**config.mk**
```make
export PLATFORM = sky130hd
export DESIGN_NAME = updi_phy_rx_flat
export DESIGN_NICKNAME = d
export VERILOG_FILES = /design/src/rtl/updi_phy_rx_if.sv /design/src/rtl/updi_phy_rx.sv /design/src/flat_wrapper.sv
export SDC_FILE = /design/constraint.sdc
export NUM_CORES = 1
export LEC_CHECK = 0
export BUFFER_PORTS_ARGS = -buffer_cell sky130_fd_sc_hd__buf_4
export CORE_MARGIN = 2
export CORE_UTILIZATION = 60
export CTS_CLUSTER_DIAMETER = 40
export CTS_CLUSTER_SIZE = 24
export DETAILED_ROUTE_END_ITERATION = 12
export PLACE_DENSITY = 0.92
export SYNTH_ARGS = -nofsm -noshare
export SYNTH_HDL_FRONTEND = slang
export SYNTH_SLANG_ARGS = --single-unit
```
**constraint.sdc**
```tcl
create_clock -name clk -period 3.4 [get_ports clk]
set_input_delay 0.17 -clock clk [delete_from_list [all_inputs] [get_ports clk]]
set_output_delay 0.17 -clock clk [all_outputs]
set_load 0.005 [all_outputs]
```
**src/rtl/updi_phy_rx_if.sv**
```systemverilog
// ---------------------------------------------------------------------------
// updi_phy_rx_if
//   Bundles the serial line, the receive enable and the received-frame
//   status of the UPDI PHY receiver.
//
//   Signals
//     ren     receive enable (master -> receiver)
//     prdata  asynchronous UPDI line, idle high (master -> receiver)
//     o_data  last received byte (receiver -> master)
//     rend    one-cycle frame-complete strobe (receiver -> master)
//     perr    parity error on the last frame (receiver -> master)
//     ferr    framing error on the last frame (receiver -> master)
//     busy    receiver is not idle (receiver -> master)
//     brk     one-cycle break-detected strobe (receiver -> master)
//
//   Modports
//     master  link/data layer side: drives ren/prdata, reads status
//     slave   the receiver itself
// ---------------------------------------------------------------------------
interface updi_phy_rx_if;
  logic       ren;
  logic       prdata;
  logic [7:0] o_data;
  logic       rend;
  logic       perr;
  logic       ferr;
  logic       busy;
  logic       brk;

  modport master (
    output ren, prdata,
    input  o_data, rend, perr, ferr, busy, brk
  );

  modport slave (
    input  ren, prdata,
    output o_data, rend, perr, ferr, busy, brk
  );
endinterface

```
**src/rtl/updi_phy_rx.sv**
```systemverilog
// ---------------------------------------------------------------------------
// updi_phy_rx
//   Receive half of the UPDI physical layer. Deserializes the single-wire
//   frame on prdata: start bit (0), 8 data bits LSB first, even parity,
//   two stop bits (1). The line idles high. A finished frame is reported
//   with a one-cycle rend strobe together with o_data, perr and ferr.
//
//   Parameters
//     CLKS_PER_BIT  clk cycles per UPDI bit (even, >= 4)
//     HALF_BIT      derived, cycles from start edge to the start-bit sample
//
//   Ports
//     clk   system clock, rising edge
//     rst   synchronous active-high reset
//     bus   updi_phy_rx_if.slave (ren, prdata in; o_data, rend, perr,
//           ferr, busy, brk out)
//
//   Optional feature
//     UPDI_RX_BREAK_DET_EN  when defined, a line held low through the data,
//     parity and first stop bit is treated as a UPDI BREAK: the receiver
//     waits for the line to return high and pulses brk instead of rend.
//     When undefined, brk is tied low and that condition ends as an
//     ordinary frame with a framing error.
// ---------------------------------------------------------------------------
module updi_phy_rx #(
  parameter  int CLKS_PER_BIT = 16,
  localparam int HALF_BIT     = CLKS_PER_BIT / 2
) (
  input  logic         clk,
  input  logic         rst,
  updi_phy_rx_if.slave bus
);

  localparam int            CW        = $clog2(CLKS_PER_BIT);
  localparam logic [CW-1:0] HALF_LAST = CW'(HALF_BIT - 1);
  localparam logic [CW-1:0] FULL_LAST = CW'(CLKS_PER_BIT - 1);

`ifdef UPDI_RX_BREAK_DET_EN
  typedef enum logic [2:0] {
    S_IDLE, S_START, S_DATA, S_PARITY, S_STOP1, S_STOP2, S_BREAK
  } state_t;
`else
  typedef enum logic [2:0] {
    S_IDLE, S_START, S_DATA, S_PARITY, S_STOP1, S_STOP2
  } state_t;
`endif

  state_t        state_q, state_d;
  logic          rx_m, rx_s;
  logic [CW-1:0] clk_cnt_q;
  logic [2:0]    bit_cnt_q;
  logic [7:0]    shift_q;
  logic          par_err_q;
  logic          frame_err_q;
  logic [7:0]    o_data_q;
  logic          perr_q, ferr_q, rend_q, busy_q;
  logic          half_tick, full_tick;
  logic          frame_done;
`ifdef UPDI_RX_BREAK_DET_EN
  logic          brk_hit;
  logic          brk_q;
`endif

  // Mid-bit sample points: half a bit after the start edge, then one full
  // bit apart because the counter restarts at every sample.
  assign half_tick = (clk_cnt_q == HALF_LAST);
  assign full_tick = (clk_cnt_q == FULL_LAST);

  // Next-state decode. Dropping ren aborts from any state on the next edge.
  always_comb begin
    state_d    = state_q;
    frame_done = 1'b0;
`ifdef UPDI_RX_BREAK_DET_EN
    brk_hit    = 1'b0;
`endif
    if (!bus.ren) begin
      state_d = S_IDLE;
    end else begin
      case (state_q)
        S_IDLE:   if (!rx_s) state_d = S_START;
        S_START:  if (half_tick) state_d = rx_s ? S_IDLE : S_DATA;
        S_DATA:   if (full_tick && bit_cnt_q == 3'd7) state_d = S_PARITY;
        S_PARITY: if (full_tick) state_d = S_STOP1;
        S_STOP1: begin
          if (full_tick) begin
            state_d = S_STOP2;
`ifdef UPDI_RX_BREAK_DET_EN
            // With all data bits zero the parity error flag equals the
            // sampled parity bit, so a clear flag means that bit was 0.
            if (shift_q == 8'h00 && !par_err_q && !rx_s) state_d = S_BREAK;
`endif
          end
        end
        S_STOP2: begin
          if (full_tick) begin
            state_d    = S_IDLE;
            frame_done = 1'b1;
          end
        end
`ifdef UPDI_RX_BREAK_DET_EN
        S_BREAK: begin
          if (rx_s) begin
            state_d = S_IDLE;
            brk_hit = 1'b1;
          end
        end
`endif
        default: state_d = S_IDLE;
      endcase
    end
  end

  // State register, synchronizer and datapath. The frame result is
  // published on the edge of the STOP2 sample so rend appears the cycle
  // after it, with the state already back in IDLE.
  always_ff @(posedge clk) begin
    if (rst) begin
      rx_m        <= 1'b1;
      rx_s        <= 1'b1;
      state_q     <= S_IDLE;
      clk_cnt_q   <= '0;
      bit_cnt_q   <= '0;
      shift_q     <= '0;
      par_err_q   <= 1'b0;
      frame_err_q <= 1'b0;
      o_data_q    <= '0;
      perr_q      <= 1'b0;
      ferr_q      <= 1'b0;
      rend_q      <= 1'b0;
      busy_q      <= 1'b0;
    end else begin
      rx_m    <= bus.prdata;
      rx_s    <= rx_m;
      state_q <= state_d;
      busy_q  <= (state_d != S_IDLE);
      rend_q  <= frame_done;

      if (state_q == S_IDLE || (state_q == S_START && half_tick) || full_tick)
        clk_cnt_q <= '0;
      else
        clk_cnt_q <= clk_cnt_q + 1'b1;

      if (state_q != S_DATA)
        bit_cnt_q <= '0;
      else if (full_tick)
        bit_cnt_q <= bit_cnt_q + 3'd1;

      if (state_q == S_DATA && full_tick)
        shift_q <= {rx_s, shift_q[7:1]};

      if (state_q == S_START && half_tick)
        frame_err_q <= 1'b0;

      if (state_q == S_PARITY && full_tick)
        par_err_q <= rx_s ^ (^shift_q);

      if (state_q == S_STOP1 && full_tick && !rx_s)
        frame_err_q <= 1'b1;

      if (frame_done) begin
        o_data_q <= shift_q;
        perr_q   <= par_err_q;
        ferr_q   <= frame_err_q | ~rx_s;
      end
    end
  end

`ifdef UPDI_RX_BREAK_DET_EN
  // One-cycle break strobe, raised when the line finally returns high.
  always_ff @(posedge clk) begin
    if (rst) brk_q <= 1'b0;
    else     brk_q <= brk_hit;
  end
  assign bus.brk = brk_q;
`else
  assign bus.brk = 1'b0;
`endif

  assign bus.o_data = o_data_q;
  assign bus.perr   = perr_q;
  assign bus.ferr   = ferr_q;
  assign bus.rend   = rend_q;
  assign bus.busy   = busy_q;

endmodule

```
**src/flat_wrapper.sv**
```systemverilog
// flat-port wrapper written by rule: the top's interface ports become plain ports
module updi_phy_rx_flat 
#(
  parameter  int CLKS_PER_BIT = 16,
  localparam int HALF_BIT     = CLKS_PER_BIT / 2
)
  (clk, rst, bus_ren, bus_prdata, bus_o_data, bus_rend, bus_perr, bus_ferr, bus_busy, bus_brk);
  updi_phy_rx_if bus_i ();
  input  logic clk;
  input  logic rst;
  input wire logic [$bits(bus_i.ren)-1:0] bus_ren;
  input wire logic [$bits(bus_i.prdata)-1:0] bus_prdata;
  output wire logic [$bits(bus_i.o_data)-1:0] bus_o_data;
  output wire logic [$bits(bus_i.rend)-1:0] bus_rend;
  output wire logic [$bits(bus_i.perr)-1:0] bus_perr;
  output wire logic [$bits(bus_i.ferr)-1:0] bus_ferr;
  output wire logic [$bits(bus_i.busy)-1:0] bus_busy;
  output wire logic [$bits(bus_i.brk)-1:0] bus_brk;
  assign bus_i.ren = bus_ren;
  assign bus_i.prdata = bus_prdata;
  assign bus_o_data = bus_i.o_data;
  assign bus_rend = bus_i.rend;
  assign bus_perr = bus_i.perr;
  assign bus_ferr = bus_i.ferr;
  assign bus_busy = bus_i.busy;
  assign bus_brk = bus_i.brk;
  updi_phy_rx #(.CLKS_PER_BIT(CLKS_PER_BIT)) u_core (.clk(clk), .rst(rst), .bus(bus_i));
endmodule
```
# Word-level counts from Yosys, hierarchy flattened
# Cells that the tools add are included.
# Widths: inputs -> output; s select.
[word_totals]
output_inout_bits = 13
rom_bits = 0
ff_bits = 34
ramBits = 0
in_bits = 4
latch_bits = 0
mem_count = 0
[op_classes]
n_addsub = 2
reduce_logical = 15
shift = 0
order_cmp = 0
mul = 0
n_div = 0
eq_ne = 9
bitwise_logic = 3
n_mux = 14
[op_table]
columns = ["operator", "n"]
rows = [
  ["$mux 3", 7],
  ["$pmux 3 s6", 1],
  ["$eq 3x3->1 const B", 3],
  ["$reduce_xor 8->1", 1],
  ["$eq 3x2->1 const B", 2],
  ["$logic_and 1x1->1", 6],
  ["$mux 1", 5],
  ["$add 4x1->4 const B", 1],
  ["$eq 4x3->1 const B", 1],
  ["$eq 4x4->1 const B", 1],
  ["$reduce_or 2->1", 2],
  ["$add 3x1->3 const B", 1],
  ["$eq 3x1->1 const B", 1],
  ["$logic_not 3->1", 1],
  ["$ne 3x2->1 const B", 1],
  ["$reduce_bool 3->1", 1],
  ["$logic_or 1x1->1", 2],
  ["$mux 2", 1],
  ["$reduce_bool 2->1", 1],
  ["$logic_not 1->1", 1],
  ["$not 1->1", 1],
  ["$or 1x1->1", 1],
  ["$xor 1x1->1", 1],
]

# Logic depth before layout (Yosys ltp)
# Gate-level depths: netlist of run 1.
[logic_depth]
depth_word = 6
depth_mapped = 6
mapped_depth_nobuf = 5

# Least setup slack after synthesis of run 1
# Ideal clock, no wire load.
[synth_path]
path_kind = "reg2reg"
startpoint = "reg u_core.clk_cnt_q[0]"
endpoint = "reg u_core.busy_q, in the netlist u_core.bus.busy"
n_path_buf = 1
arrival_ns = 1.301
synth_period_minus_slack_ns = 1.436
slack_ns = 1.964
stages_incl_launch_ff = 7
path_cell_list = "dfxtp_1 > ha_1 > nand3_1 > nor3_1 > buf_4 > a221oi_2 > a41oi_2"
[synth_between]
elab_chain_cells = 6
elab_cells_between_ends = 11
classes_between = "eq/ne (2); mux (7); reduce/logical (2)"
[synth_lines]
columns = ["element", "line", "text"]
rows = [
  ["start: declaration", "updi_phy_rx.sv:50", "logic [CW-1:0] clk_cnt_q;"],
  ["start signal: assignment", "updi_phy_rx.sv:141", "clk_cnt_q <= clk_cnt_q + 1'b1;"],
  ["$eq 4x4->1", "updi_phy_rx.sv:67", "assign full_tick = (clk_cnt_q == FULL_LAST);"],
  ["$logic_and 1x1->1", "updi_phy_rx.sv:82", "S_DATA: if (full_tick && bit_cnt_q == 3'd7) state_d = S_PARITY;"],
  ["$mux 3", "updi_phy_rx.sv:82", ""],
  ["$pmux 3 s6 (*)", "updi_phy_rx.sv:79", "case (state_q)"],
  ["$mux 3 (*)", "updi_phy_rx.sv:76", "if (!bus.ren) begin"],
  ["$reduce_bool 3->1 (*)", "updi_phy_rx.sv:135", "busy_q <= (state_d != S_IDLE);"],
  ["end signal: assignment", "updi_phy_rx.sv:135", ""],
  ["end: declaration", "updi_phy_rx.sv:56", "logic perr_q, ferr_q, rend_q, busy_q;"],
]
# Mark *: on every way between the ends. The rest lies on a longest branch, timed or not.
# A chain may end at the register's enable or synchronous reset.

# Worst setup path in the final report of run 1
[layout_path]
startpoint = "reg u_core.clk_cnt_q[0]"
endpoint = "reg u_core.ferr_q, in the netlist u_core.bus.ferr"
[layout_between]
elab_chain_cells = 4
[layout_lines]
columns = ["element", "line", "text"]
rows = [
  ["$eq 4x4->1", "updi_phy_rx.sv:67", ""],
  ["$mux 1", "updi_phy_rx.sv:95", "if (full_tick) begin"],
  ["$mux 1", "updi_phy_rx.sv:79", ""],
  ["$mux 1", "updi_phy_rx.sv:76", ""],
  ["end signal: assignment", "updi_phy_rx.sv:163", "ferr_q <= frame_err_q | ~rx_s;"],
  ["end: declaration", "updi_phy_rx.sv:56", ""],
]
# No other way between the ends.

==> run metrics, run 1 <==
syn nets 158; Clk pin slew, worst setup/hold paths 0.09 ns; worst reg2reg setup slack 1.21 ns; count leader, synth dfxtp_1; Clock Sinks 34; wire per inst 14.3 µm; asr flop ratio synth 0%; hold path cells 3; crit path time final 2.19 ns; total global-route track usage 22.6%; synth cell count leaders dfxtp_1, nor2_1, mux2i_1; max incr delay on CP 0.89 ns; std cell rows 18; Buffers & Inverters on Critical Path 0; CP required 3.64 ns; Max Buffers Root-to-Sink 2; R2R Path Start u_core.clk_cnt_q[0]; Max rail drop VDD ~0.36 mV; cell taking the most area after synthesis dfxtp_1; die height 53.9 µm; clock latency on the worst-skew pair 0.32 ns; vias in the first global route 968; hold endpoint u_core.bus.rend; first-pass GRT wire length 4440 µm; Netlist cell types 41; most used cell, CP nor2_1; initial antenna violation count 0; Layout Nets 172; CP max stage cell nor2_1; final core utilization 68.6%; Initial Util 62.0%; Num CTS Buffers 5; syn_area_per_cell 9.90 µm²; Startpoint Class register; Core Region approximately 0.0024 mm²; fillcell total 183; RSZ-0062 raised after global routing false; largest net degree at the start of global routing 30; number of I/O pins 17; Root Driver clkbuf_4; CP endpoint kind register; EDFF count, synth 0; Die Area 0.00291 mm²; Placed Cells 187; IO Port Bufs 15; # diodes 0; Final period util 64.5%; Post-DP HPWL a little over 2000 µm; worst hold start bus_ren; WP data arrival about 2.4 ns; Fin. Hold Viols 0; Worst Reg-to-Reg Cells 5; WS Path Type reg2reg; status complete, no violations; share of post-route cells with drive strength above 1 17.6%; Slew headroom between 20% and 30%; P&R area growth vs syn 10.5%; pwr dens 373 mW/mm²; post_cts resized 0; 1st-pass router iterations 5; post-DR vias/cell 5.65; top-area cell type share of the netlist area 45.5%; sequential fraction of the synthesis area between 40 and 50%; Cells after Synth approximately 150; Max-Cap Viols 0; most frequently used flop master after synthesis dfxtp_1; overall routed net length 2790 µm; routed via count 1,102; Tightest Pin Transition ~1.1 ns; routability cong. 0.904; CP Max Fanout 11; total negative slack 0 ns; min-delay worst type in2reg; GR Overflow Total 0; detailed router's first-iteration violation count 35; die width 53.9 µm; f_max 0.456 GHz; CP top delay family simple AND/OR/NAND/NOR gates; Seq cells post-synth 34; storage element area 681 µm²; post-route insts no fill slightly below 200; H-tree levels 2; DRC Markers 0; Worst Skew 0.00406 ns; Final setup viols 0; post-route ant nets 0; CTS tree done; YS warnings 0; CP Cell Sequence ha_1, nand4_2, nor2_1, nor2_1, a311oi_1; Multi-input gate area 748 µm²; top cells by area, synth dfxtp_1, mux2i_1, nor2_1; Setup Fix Bufs, Post-CTS 0; reg2reg end u_core.bus.ferr; Slew Viols, Final 0; Leak 0.617 nW; Post-Synthesis Cell Area 0.00150 mm²
[cell type report]
type | instances | share of cell area [%]
clock buffers | 7 | 2.73
inverters | 3 | 0.681
multi-input cells | 104 | 45.3
flip-flops and latches | 34 | 41.2
well taps | 30 | 2.27
repair buffers | 17 | 7.87
[layout by cell type (no fill, tap or decap), types with 3 or more instances in the layout]
cell       n
a21oi_1    4
nand3b_1   3
buf_4     16
xnor2_1    3
ha_1       3
nor2_1    27
nand2b_1   4
nand2_1    7
clkbuf_4   5
inv_1      3
mux2i_1   18
dfxtp_1   34
[cell families (layout without fill, tap and decap cells)]
| group | Yosys count | count (layout) | share of synthesized area, % |
|---|---|---|---|
| AND/OR/NAND/NOR | 58 | 58 | 19.7 |
| AO/OA/AOI/OAI | 17 | 17 | 9.62 |
| XOR/XNOR | 7 | 7 | 5.94 |
| buffers and inverters | 13 | 27 | 4.43 |
| multiplexers | 18 | 18 | 12.1 |
| adder cells (fa/ha/maj) | 3 | 3 | 2.51 |
| other | 1 | 1 | 0.251 |
| flip-flops | 34 | 34 | 45.5 |
[flip-flops by register name (all words and copies together), names as in the netlist]
| name | count |
|---|---|
| u_core.rx_s | 1 |
| u_core.frame_err_q | 1 |
| u_core.rx_m | 1 |
| u_core.bus.rend | 1 |
| u_core.shift_q | 8 |
| u_core.bus.ferr | 1 |
| u_core.par_err_q | 1 |
| u_core.clk_cnt_q | 4 |
| u_core.bit_cnt_q | 3 |
| u_core.state_q | 3 |
| u_core.bus.o_data | 8 |
| u_core.bus.busy | 1 |
| u_core.bus.perr | 1 |
[through the flow]
step	hold slack, ns	setup slack [ns]	total power [W]	area (µm²)
3_5_place_dp	0.362	1.20	0.000430	1600
3_3_place_gp	0.359	1.39	0.000429	1600
4_1_cts	0.0139	1.19	0.000624	1640
2_1_floorplan	0.274	1.96	0.000425	1500
5_1_grt	0.114	1.04	0.000647	1650
6_report	0.146	1.21	0.000616	1650
[worst max-delay path by stage]
stage,startpoint,endpoint,depth (start not counted)
2_1_floorplan,u_core.clk_cnt_q[0],u_core.bus.busy,6
3_3_place_gp,u_core.clk_cnt_q[0],u_core.bus.o_data[6],5
3_5_place_dp,u_core.clk_cnt_q[0],u_core.bus.ferr,5
4_1_cts,u_core.clk_cnt_q[0],u_core.bus.ferr,5
5_1_grt,u_core.clk_cnt_q[0],u_core.bus.ferr,5
6_report,u_core.clk_cnt_q[0],u_core.bus.ferr,5
[power breakdown]
part           internal (W)  leakage (nW)  total (W)  switching [W]
clock             0.0000779        0.0254   0.000195       0.000117
combinational    0.00000884         0.317  0.0000193      0.0000104
sequential         0.000400         0.274   0.000402     0.00000203
[repair_timing]
item,in CTS,in global routing
endpoints found under the hold margin,0,1
setup endpoints to repair,0,0
hold buffers,0,1
[worst register-to-register path, cell delays in order (launching register included)]
cell and delay (ns):
dfxtp_1 0.36, ha_1 0.25, nand4_2 0.18, nor2_1 0.89
nor2_1 0.15, a311oi_1 0.28
[routing by layer]
| metal | wire length [µm] | share of wire (%) | track usage (%) | vias to the layer above |
|---|---|---|---|---|
| li1 | - | - | - | 542 |
| met1 | 1160 | 42 | 25.0 | 523 |
| met2 | 1480 | 53 | 38.2 | 37 |
| met3 | 145 | 5.2 | 9.17 | 0 |
| met4 | 0 | 0 | 8.97 | 0 |
| met5 | 0 | 0 | 0 | - |
No activity file was read; power rests on OpenSTA's default activity.
==> inputs of run 2 (changes only) <==
--- a/config.mk
+++ b/config.mk
@@ -6,12 +6,13 @@
 export NUM_CORES = 1
 export LEC_CHECK = 0
 export BUFFER_PORTS_ARGS = -buffer_cell sky130_fd_sc_hd__buf_4
+export CORE_ASPECT_RATIO = 0.5
 export CORE_MARGIN = 2
-export CORE_UTILIZATION = 60
+export CORE_UTILIZATION = 56
 export CTS_CLUSTER_DIAMETER = 40
 export CTS_CLUSTER_SIZE = 24
 export DETAILED_ROUTE_END_ITERATION = 12
-export PLACE_DENSITY = 0.92
+export PLACE_DENSITY = 0.87
 export SYNTH_ARGS = -nofsm -noshare
 export SYNTH_HDL_FRONTEND = slang
 export SYNTH_SLANG_ARGS = --single-unit
==> constraint.sdc (replaced) <==
create_clock -name clk -period 2.1 [get_ports clk]
set_input_delay 0.105 -clock clk [delete_from_list [all_inputs] [get_ports clk]]
set_output_delay 0.105 -clock clk [all_outputs]
set_load 0.005 [all_outputs]
==> run metrics, run 2 (same netlist as run 1, synthesis figures left out) <==
status complete, no violations; hold path cells 3 (unchanged); final setup margin 0.501 ns (-0.706 ns); CP Max Fanout 9 (-2); Fin. Hold Viols 0 (unchanged); f_max 0.626 GHz (+37%); Max-Cap Viols 0 (unchanged); wire per inst 13.1 µm (-8.4%); Slew Viols, Final 0 (unchanged); R2R Path Start u_core.clk_cnt_q[0]; post-route ant nets 0 (unchanged); Startpoint Class register; WP data arrival 1.75 ns (-0.68 ns); RSZ-0062 raised after global routing false; Worst Skew 0.00426 ns (+0.000199 ns); Die Area 0.00312 mm² (+7.5%); overall routed net length 2660 µm (-4.6%); DRC Markers 0 (unchanged); routability cong. 0.892 (-1.4%); post-route insts no fill 203 (+4.1%); share of post-route cells with drive strength above 1 19.3% (+1.7 points); Root Driver clkbuf_8; routed via count 1,071 (-2.8%); Core Region 0.00257 mm² (+6.6%); CP required 2.26 ns (-1.38 ns); Layout Nets 173 (+0.58%); commonest non-fill, non-tap cell in the layout dfxtp_1; Clock Sinks 34 (unchanged); pwr dens 739 mW/mm² (+98%); die height 40.5 µm (-25%); # diodes 0 (unchanged); GR Overflow Total 0 (unchanged); clock latency on the worst-skew pair 0.28 ns (-0.04 ns); vias in the first global route 907 (-6.3%); initial antenna violation count 0 (unchanged); H-tree levels 2 (unchanged); reg2reg end u_core.shift_q[0]; crit path time final 1.60 ns (-0.594 ns); Max rail drop VDD 0.508 mV (+43%); worst hold start bus_ren; number of I/O pins 17 (unchanged); Clk pin slew, worst setup/hold paths 0.06 ns (-0.03 ns); hold endpoint u_core.bus.rend; Initial Util 58.2% (-3.9 points); Final period util 76.1% (+12 points); P&R area growth vs syn 16.2%; detailed router's first-iteration violation count 36 (+2.9%); Max Buffers Root-to-Sink 2 (unchanged); WS Path Type reg2reg; die width 77.1 µm (+43%); total global-route track usage 19.0% (-3.5 points); std cell rows 13 (-5); Leak 0.654 nW (+6.1%); Num CTS Buffers 5 (unchanged); Placed Cells 195 (+4.3%); Post-DP HPWL 1790 µm (-12%); IO Port Bufs 15 (unchanged); largest net degree at the start of global routing 30 (unchanged); post-DR vias/cell 5.28 (-6.6%); 1st-pass router iterations 4 (-1); CP endpoint kind register; Final setup viols 0 (unchanged); CTS tree done; Worst Reg-to-Reg Cells 6 (+1); worst reg2reg setup slack 0.50 ns (-0.71 ns); total negative slack 0 ns (unchanged); min-delay worst type in2reg; Setup Fix Bufs, Post-CTS 0 (unchanged); pre-CTS setup slack 0.497 ns (-0.699 ns); first-pass GRT wire length 4260 µm (-4.0%); most frequent cells in the layout dfxtp_1, nor2_1, mux2i_1
## run 2: timing repair
action,CTS,global route
hold buffers,1,0
setup endpoints to repair,0,0
hold endpoints to repair,1,0
resized for setup,0,0
## run 2: through the flow
step | instance area (µm²) | hold slack, ns | power [W] | utilization [%]
2_1_floorplan | 1500 | 0.209 | 0.000688 | -
3_3_place_gp | 1610 | 0.289 | 0.000695 | 62.8
3_5_place_dp | 1610 | 0.292 | 0.000696 | 62.8
4_1_cts | 1740 | 0.108 | 0.00130 | 67.6
5_1_grt | 1740 | 0.139 | 0.00133 | 67.6
6_report | 1740 | 0.116 | 0.00128 | 67.6
## run 2: worst max path at each step
stage / startpoint / cells after the start / endpoint / slack (ns)
2_1_floorplan: u_core.clk_cnt_q[0] / 6 / u_core.bus.busy / 0.66
3_3_place_gp: u_core.clk_cnt_q[0] / 6 / u_core.shift_q[7] / 0.60
3_5_place_dp: u_core.clk_cnt_q[0] / 6 / u_core.shift_q[0] / 0.50
4_1_cts: u_core.clk_cnt_q[0] / 6 / u_core.shift_q[4] / 0.49
5_1_grt: u_core.clk_cnt_q[0] / 6 / u_core.shift_q[3] / 0.25
6_report: u_core.clk_cnt_q[0] / 6 / u_core.shift_q[0] / 0.50
## run 2: cell type report
type | count | area, µm²
clock buffer | 6 | 82.6
fill | 205 | 833
clock inverter | 1 | 30.0
timing repair buffer | 18 | 138
sequential | 34 | 681
inverter | 3 | 11.3
multi-input combinational | 104 | 748
tap | 37 | 46.3
## run 2: where the power goes
group	total [W]	leakage [nW]	internal (W)	switching [W]
clock	0.000600	0.0573	0.000379	0.000221
combinational	0.0000313	0.323	0.0000143	0.0000170
sequential	0.000652	0.274	0.000648	0.00000356
total	0.00128	0.654	0.00104	0.000241
## run 2: per-layer routing
metal	track usage, %	wire length (µm)	vias up
met5	0	0	-
met4	11.6	31	0
met3	6.98	133	4
met2	31.8	1210	21
met1	22.2	1290	502
li1	-	-	544
## run 2: worst max-delay path: stages, from the launching register on
cell and delay [ns]:
dfxtp_1 0.35, ha_1 0.25, nand3_1 0.15, nor3_1 0.22, buf_4 0.23, mux2i_1 0.20, nor2_1 0.07
